`src/rtl/pe_ctrl.sv`:
```
// pe_ctrl: sequencer for one PE datapath (pe_dp).
// Walks a 4x4 window over an IMG_SIZE x IMG_SIZE image with step STRIDE,
// row-major. For each window it clears the accumulators and runs 16 MAC taps.
// It then latches the sum into one of four result lanes. Every fourth window,
// and after the last window, it writes the packed word to the result memory.
// Optional build macro: PE_CTRL_FILE_DUMP_EN. When defined, wr_file pulses in
// the FLUSH cycle. When undefined, wr_file is tied to 0 and pass timing is
// the same.
module pe_ctrl #(
  parameter int IMG_SIZE = 16,
  parameter int STRIDE   = 4
) (
  input  logic       clk,
  input  logic       rst,
  input  logic       start,
  output logic       busy,
  output logic       done,
  output logic       rst_acc,
  output logic       acc_en,
  output logic [7:0] buffer_cntr,
  output logic [7:0] img_buffer_index,
  output logic       res_buffer_en,
  output logic [7:0] res_index,
  output logic       rst_res_reg,
  output logic       wr_en,
  output logic [7:0] wr_adr,
  output logic       wr_file
);

  localparam int         OUT_DIM  = (IMG_SIZE - 4) / STRIDE + 1;
  localparam logic [7:0] LAST_RC  = 8'(OUT_DIM - 1);
  localparam logic [7:0] ROW_STEP = 8'(STRIDE * IMG_SIZE);
  localparam logic [7:0] COL_STEP = 8'(STRIDE);

  typedef enum logic [2:0] {
    S_IDLE, S_CLR, S_MAC, S_STORE, S_WRITE, S_FLUSH, S_DONE
  } state_t;

  state_t     state;
  logic [7:0] win_r;
  logic [7:0] win_c;
  logic [3:0] tap;
  logic [1:0] lane;
  logic [7:0] word;
  logic       last_win;

  logic       is_last;
  logic [7:0] nxt_r;
  logic [7:0] nxt_c;
  logic [7:0] cur_index;
  logic [7:0] nxt_index;

  // Position of the following window and top-left pixel indices of the current and following windows
  always_comb begin
    is_last = (win_r == LAST_RC) && (win_c == LAST_RC);
    nxt_r   = win_r;
    nxt_c   = win_c + 8'd1;
    if (win_c == LAST_RC) begin
      nxt_c = 8'd0;
      nxt_r = win_r + 8'd1;
    end
    cur_index = win_r * ROW_STEP + win_c * COL_STEP;
    nxt_index = nxt_r * ROW_STEP + nxt_c * COL_STEP;
  end

`ifndef PE_CTRL_FILE_DUMP_EN
  assign wr_file = 1'b0;
`endif

  // FSM, counters and registered outputs. Outputs are loaded together with
  // the state they belong to, so they line up with the state cycle by cycle.
  always_ff @(posedge clk or negedge rst) begin
    if (!rst) begin
      state            <= S_IDLE;
      win_r            <= 8'd0;
      win_c            <= 8'd0;
      tap              <= 4'd0;
      lane             <= 2'd0;
      word             <= 8'd0;
      last_win         <= 1'b0;
      busy             <= 1'b0;
      done             <= 1'b0;
      rst_acc          <= 1'b0;
      acc_en           <= 1'b0;
      buffer_cntr      <= 8'd0;
      img_buffer_index <= 8'd0;
      res_buffer_en    <= 1'b0;
      res_index        <= 8'd0;
      rst_res_reg      <= 1'b0;
      wr_en            <= 1'b0;
      wr_adr           <= 8'd0;
`ifdef PE_CTRL_FILE_DUMP_EN
      wr_file          <= 1'b0;
`endif
    end else begin
      // Strobes are single-cycle unless the next state sets them again
      rst_acc       <= 1'b0;
      acc_en        <= 1'b0;
      res_buffer_en <= 1'b0;
      rst_res_reg   <= 1'b0;
      wr_en         <= 1'b0;
      done          <= 1'b0;
      buffer_cntr   <= 8'd0;
      res_index     <= 8'd0;
      wr_adr        <= 8'd0;
`ifdef PE_CTRL_FILE_DUMP_EN
      wr_file       <= 1'b0;
`endif
      case (state)
        S_IDLE: begin
          if (start) begin
            state            <= S_CLR;
            busy             <= 1'b1;
            rst_acc          <= 1'b1;
            win_r            <= 8'd0;
            win_c            <= 8'd0;
            tap              <= 4'd0;
            lane             <= 2'd0;
            word             <= 8'd0;
            last_win         <= 1'b0;
            img_buffer_index <= 8'd0;
          end
        end
        S_CLR: begin
          state       <= S_MAC;
          tap         <= 4'd0;
          acc_en      <= 1'b1;
          buffer_cntr <= 8'd0;
        end
        S_MAC: begin
          if (tap == 4'd15) begin
            state         <= S_STORE;
            res_buffer_en <= 1'b1;
            res_index     <= {6'd0, lane};
          end else begin
            tap         <= tap + 4'd1;
            acc_en      <= 1'b1;
            buffer_cntr <= {4'd0, tap + 4'd1};
          end
        end
        S_STORE: begin
          last_win <= is_last;
          if (!is_last) begin
            win_r <= nxt_r;
            win_c <= nxt_c;
          end
          if (lane == 2'd3 || is_last) begin
            state       <= S_WRITE;
            wr_en       <= 1'b1;
            rst_res_reg <= 1'b1;
            wr_adr      <= word;
          end else begin
            state            <= S_CLR;
            rst_acc          <= 1'b1;
            lane             <= lane + 2'd1;
            img_buffer_index <= nxt_index;
          end
        end
        S_WRITE: begin
          word <= word + 8'd1;
          lane <= 2'd0;
          if (last_win) begin
            state            <= S_FLUSH;
            img_buffer_index <= 8'd0;
`ifdef PE_CTRL_FILE_DUMP_EN
            wr_file          <= 1'b1;
`endif
          end else begin
            // Window counters already advanced in STORE
            state            <= S_CLR;
            rst_acc          <= 1'b1;
            img_buffer_index <= cur_index;
          end
        end
        S_FLUSH: begin
          state <= S_DONE;
          busy  <= 1'b0;
          done  <= 1'b1;
        end
        S_DONE: begin
          state <= S_IDLE;
        end
        default: begin
          state <= S_IDLE;
          busy  <= 1'b0;
        end
      endcase
    end
  end

endmodule

```
`config.mk`:
```
export PLATFORM = sky130hd
export DESIGN_NAME = pe_ctrl
export DESIGN_NICKNAME = d
export VERILOG_FILES = /design/src/rtl/pe_ctrl.sv
export SDC_FILE = /design/constraint.sdc
export NUM_CORES = 1
export LEC_CHECK = 0
export CORE_UTILIZATION = 50
export DETAILED_ROUTE_END_ITERATION = 10
export PLACE_DENSITY = 0.85
export SKIP_CTS_REPAIR_TIMING = 1
export SLEW_MARGIN = 20
export SYNTH_ARGS = -nofsm -noshare
export SYNTH_HDL_FRONTEND = slang
export SYNTH_SLANG_ARGS = --single-unit
```
`constraint.sdc`:
```
create_clock -name clk -period 2.3 [get_ports clk]
set_input_delay 0.345 -clock clk [delete_from_list [all_inputs] [get_ports clk]]
set_output_delay 0.345 -clock clk [all_outputs]
set_load 0.03 [all_outputs]
```
# Word level (Yosys, flattened, before mapping)
# Index checks and enable logic that the tools add are counted.
[totals]
reg_bits = 72
in_bits = 3
elab_cells = 101
[classes]
n_addsub = 7
n_eq_ne = 16
n_mux = 43
n_bitwise = 1
reduce_logical = 16
[ops]
columns = ["op", "count"]
rows = [
  ["$mux W8", 9],
  ["$pmux W8 S2", 3],
  ["$add A8 B1 Y8 const B", 3],
  ["$pmux W8 S3", 1],
  ["$pmux W3 S6", 1],
  ["$add A8 B8 Y8", 2],
  ["$eq A8 B2 Y1 const B", 2],
  ["$mux W4", 4],
  ["$mux W3", 4],
  ["$ne A2 B2 Y1 const B", 6],
  ["$pmux W4 S3", 1],
  ["$mux W1", 11],
  ["$eq A3 B3 Y1 const B", 3],
  ["$reduce_and A3 Y1", 3],
  ["$mux W2", 4],
  ["$reduce_and A2 Y1", 4],
  ["$eq A3 B2 Y1 const B", 2],
  ["$pmux W1 S2", 3],
  ["$pmux W2 S3", 1],
  ["$reduce_bool A3 Y1", 2],
  ["$reduce_or A5 Y1", 1],
  ["$add A4 B1 Y4 const B", 1],
  ["$eq A4 B4 Y1 const B", 1],
  ["$reduce_and A4 Y1", 1],
  ["9 further kinds", 10],
]

# Longest topological paths before layout
[depth]
depth_word = 5
mapped_depth = 9
mapped_depth_nobuf = 9

# Worst setup path before layout
# OpenSTA, ideal clock, no wires.
[synth_path]
path_kind = "reg2reg"
from = "register win_c[0]"
to = "register img_buffer_index[7]"
t_arrival_ns = 1.912
path_slack_ns = 0.262
path_stages_with_launch = 10
path_buffers = 0
period_less_slack_ns = 2.038
path_cell_list = "dfrtp_1 -> ha_1 -> nor3b_1 -> nand2_1 -> xnor2_1 -> ha_1 -> xor2_1 -> xnor2_1 -> xnor2_1 -> o21ai_1"
[synth_via]
elab_chain_cells = 5
word_cells_on_any_way = 13
cone_classes = "add/sub: 3; eq/ne: 2; mux: 5; reduce/logical: 3"
[synth_rtl]
columns = ["element", "line", "rtl"]
rows = [
  ["from (decl)", "41", "logic [7:0] win_c;"],
  ["from (signal assigned)", "145", "win_c <= nxt_c;"],
  ["$add A8 B1 Y8 or $eq A8 B2 Y1 (tied branches)", "57, 55, 58", ""],
  ["$mux W8 or $logic_and A1 B1 Y1 (tied branches)", "58, 55", ""],
  ["$add A8 B8 Y8 or $logic_or A1 B1 Y1 (tied branches)", "63, 147", ""],
  ["$mux W8 or $ne A2 B2 Y1 (tied branches)", "--", ""],
  ["$pmux W8 S3 or $reduce_and A3 Y1 (tied branches)", "--", ""],
  ["to (signal assigned)", "156", "img_buffer_index <= nxt_index;"],
  ["to (signal assigned)", "172", "img_buffer_index <= cur_index;"],
  ["to (decl)", "21", "output logic [7:0] img_buffer_index,"],
]
# Several ways; a longest one is shown, not always the timed one. The select of a mux whose other input is x is not followed.
# A chain may end at the register's enable or synchronous reset.

# Final worst setup path
# Same ends and word-level chain as after synthesis.

==> reports/metrics.yaml <==
run_status:
  status: "completed"
synth:
  yosysTopAreaCell: "dfrtp_1"
  yosys.area.top_type_share_pct: 50.8
  synth_area_mm2: 0.00296
  synth_edf_count: 0
  ys_warn_count: 0
  synth-main-ff-cell: "dfrtp_1"
  synthArstFlopShare_pct: 100
  synth-seq-cells: 60
  yosysUniqueCellTypes: 54
  synthCells: 286
  avgSynthCellArea_um2: 10.3
  synth_area_leaders: "dfrtp_1 (51%), buf_4 (3.6%), and2_1 (3.2%), o21ai_0 (3.0%), ha_1 (3.0%)"
  ys_seq_area_share_pct: 50.8
placed_design:
  placedCellCount: 380
  dp_slack_ns: 0.153
  dp_hpwl_um: 3950
  io_buffers: 29
  place_area_mm2: 0.00327
  gp_congestion: 0.837
timing:
  fin_ws_ns: 0.131
  slew_violations: 0
  setup_violations: 0
  finalCritPeriodShare_pct: 94.3
  tightest_slew_ns: 0.612
  min_period_ns: 2.17
  slew_headroom_pct: 59.2
  final.setup_skew_ns: 0.00756
  finalHoldViolCount: 0
  rsz0062_at_grt: "true"
  max_freq_mhz: 461
setup_path:
  crit_slowest_cell: "dfrtp_1"
  rr_worst_depth: 9
  reg2reg_to: "img_buffer_index[7]"
  worstPathCellList: "ha_1 -> nor3b_2 -> nand2_1 -> xnor2_1 -> ha_1 -> xor2_1 -> xnor2_1 -> xnor2_1 -> o21ai_1"
  critPathBufInv: 0
  cp.required_ns: 2.52
  max_stage_delay_ns: 0.45
  crit_fanout: 7
  end_kind: "flop"
  worstSetupPathDepth: 9
  worstSetupPathType: "flop to flop"
  cp.arrival_ns: 2.39
  r2r-start: "win_c[0]"
  cp_top_family: "XOR/XNOR gates"
  setup.worst_path.start_class: "flop"
  crit_path_frequent_cell: "xnor2_1"
  rrSetupSlack_ns: 0.13
floorplan:
  die_area_mm2: 0.00623
  die_y_um: 78.9
  core_mm2: 0.00561
  ioPinCount: 43
  start_util_pct: 52.7
  die_w_um: 78.9
  std_cell_rows: 27
worst_hold_path:
  hold_path.class: "input pin to async pin"
clock_network:
  cts_tree: "done"
  cts_buffers: 9
  cts.clk_slew.worst_paths_ns: 0.07
  cts.sinks: 60
  root_buffer: "clkbuf_8"
  cts.path.max_buffers: 2
  clk_latency_ns: 0.34
  cts_max_level: 3
route:
  drtPass1Iterations: 4
  wl_per_cell_um: 14.4
  drc: 0
  wl_um: 5700
  viasPerCell: 5.52
  drt_iter0_drc: 109
  ant_nets: 0
  vias: 2190
power:
  pwr-share-clk_pct: 29.3
  sw_frac_of_total_pct: 35.6
  power.internal_w: 0.00235
  p_seq_share_pct: 38.5
  p_leak_nw: 1.67
  power.total_w: 0.00365
  vdd_drop_max_v: 0.000521
  pwr-share-comb_pct: 32.1
  power_density_mw_per_mm2: 1030
  power_switching_w: 0.00130
cells_and_area:
  finalNonFillerCells: 397
  diodes: 0
  area_delta_synth_final_pct: 19.4
  final_nets: 331
  post_route_cells_drive_above_1_share_pct: 12.0
  fin_area_mm2: 0.00353
grt:
  grt_max_degree: 35
  grt-ovfl-total: 0
  grt_usage_pct: 20.8
  antenna_found_initial: 0
  grt_pass1_vias: 2027
  grt_pass1_wl_um: 9630
flow_run:
  maxCapViolCount: 0
==> cell families after synthesis <==
group,after synthesis,synth area share (%)
other,1,0.127
adders and majority gates,7,2.96
xor gates and xnor gates,14,4.15
AOI/OAI and AO/OA,67,15.2
and+or+nand+nor,103,18.9
DFF,60,50.8
buffers and inverters,29,6.22
muxes,5,1.73
==> synthesized netlist by cell type (all sizes together), types with 2 or more instances <==
cell / n
xnor2: 7
nand2b: 3
dfrtp: 60
a21oi: 5
nor2: 22
nand2: 23
nor4: 2
xor2: 7
o21ai: 33
mux2i: 4
or3b: 3
nand3: 14
ha: 7
nor3: 3
o211ai: 3
o31ai: 3
buf: 23
clkbuf: 3
a22o: 4
a21o: 4
and2: 15
inv: 3
a31oi: 3
a221o: 2
and3: 4
nand4: 5
nor3b: 3
o41ai: 3
==> cells in the final DEF, fill, tap and decap left out, drive strengths merged, types with 2 or more instances in the layout <==
cell	instances
a31oi	3
nor3	3
nor2	22
a221o	2
xnor2	7
nor4	2
o31ai	3
clkdlybuf4s50	28
ha	7
nand2b	3
and2	15
buf	10
nor3b	3
nand3	14
a21o	4
a21oi	5
or3b	3
o41ai	3
nand2	23
inv	3
mux2i	4
and3	4
clkbuf	11
bufinv	2
nand4	5
dfrtp	60
o21ai	33
xor2	7
a22o	4
o211ai	3
conb	13
==> state kept, by name, indices dropped and copies added (netlist names) <==
signal and count:
acc_en 1, buffer_cntr 4, busy 1, done 1, img_buffer_index 6, lane 2
last_win 1, res_buffer_en 1, res_index 2, rst_acc 1, state 3, tap 4
win_c 8, win_r 8, word 8, wr_adr 8, wr_en 1
==> worst reg2reg max path: stages, from the launching register on <==
cell	delay [ns]
dfrtp_1	0.45
ha_1	0.27
nor3b_2	0.23
nand2_1	0.11
xnor2_1	0.15
ha_1	0.19
xor2_1	0.15
xnor2_1	0.23
xnor2_1	0.19
o21ai_1	0.08
==> layout make-up <==
type | instances | area [µm²]
Clock buffer | 11 | 151
Clock inverter | 4 | 72.6
Fill cell | 461 | 2080
Inverter | 3 | 11.3
Multi-Input combinational cell | 209 | 1330
Sequential cell | 60 | 1500
Tap cell | 72 | 90.1
Timing Repair Buffer | 38 | 378
==> power groups by stage <==
stage          clock, W  combinational, W  sequential (W)
4_1_cts         0.00109           0.00112         0.00140
3_5_place_dp          0           0.00111         0.00142
3_3_place_gp          0           0.00108         0.00141
2_1_floorplan         0          0.000730         0.00147
5_1_grt         0.00116           0.00129         0.00143
6_report        0.00107           0.00117         0.00141
==> routing by layer <==
layer / routed length [µm] / track usage (%) / part of all wire, % / vias up
met1: 2550 / 25.6 / 45 / 1065
li1: - / - / - / 1060
met5: 0 / 0 / 0 / -
met3: 226 / 8.16 / 4.0 / 14
met2: 2820 / 33.4 / 50 / 51
met4: 100 / 6.91 / 1.8 / 0
==> metrics by stage <==
step | util, % | TNS [ns] | hold WS, ns
after floorplan | - | 0 | 0.0494
after global placement | 58.3 | 0 | 0.391
after detailed placement | 58.3 | 0 | 0.395
after CTS | 62.3 | 0 | 0.0292
after global routing | 63.0 | -0.00926 | 0.0444
final | 63.0 | 0 | 0.0140
==> worst max-delay path by stage <==
| stage | start | end | slack, ns |
|---|---|---|---|
| 2_1_floorplan | win_c[0] | img_buffer_index[7] | 0.26 |
| 3_3_place_gp | win_c[0] | img_buffer_index[7] | 0.19 |
| 3_5_place_dp | win_r[0] | lane[0] | 0.15 |
| 4_1_cts | win_c[0] | img_buffer_index[7] | 0.07 |
| 5_1_grt | win_r[0] | win_c[2] | -0.009 |
| 6_report | win_c[0] | img_buffer_index[7] | 0.13 |
No activity file was read; power rests on OpenSTA's default activity.
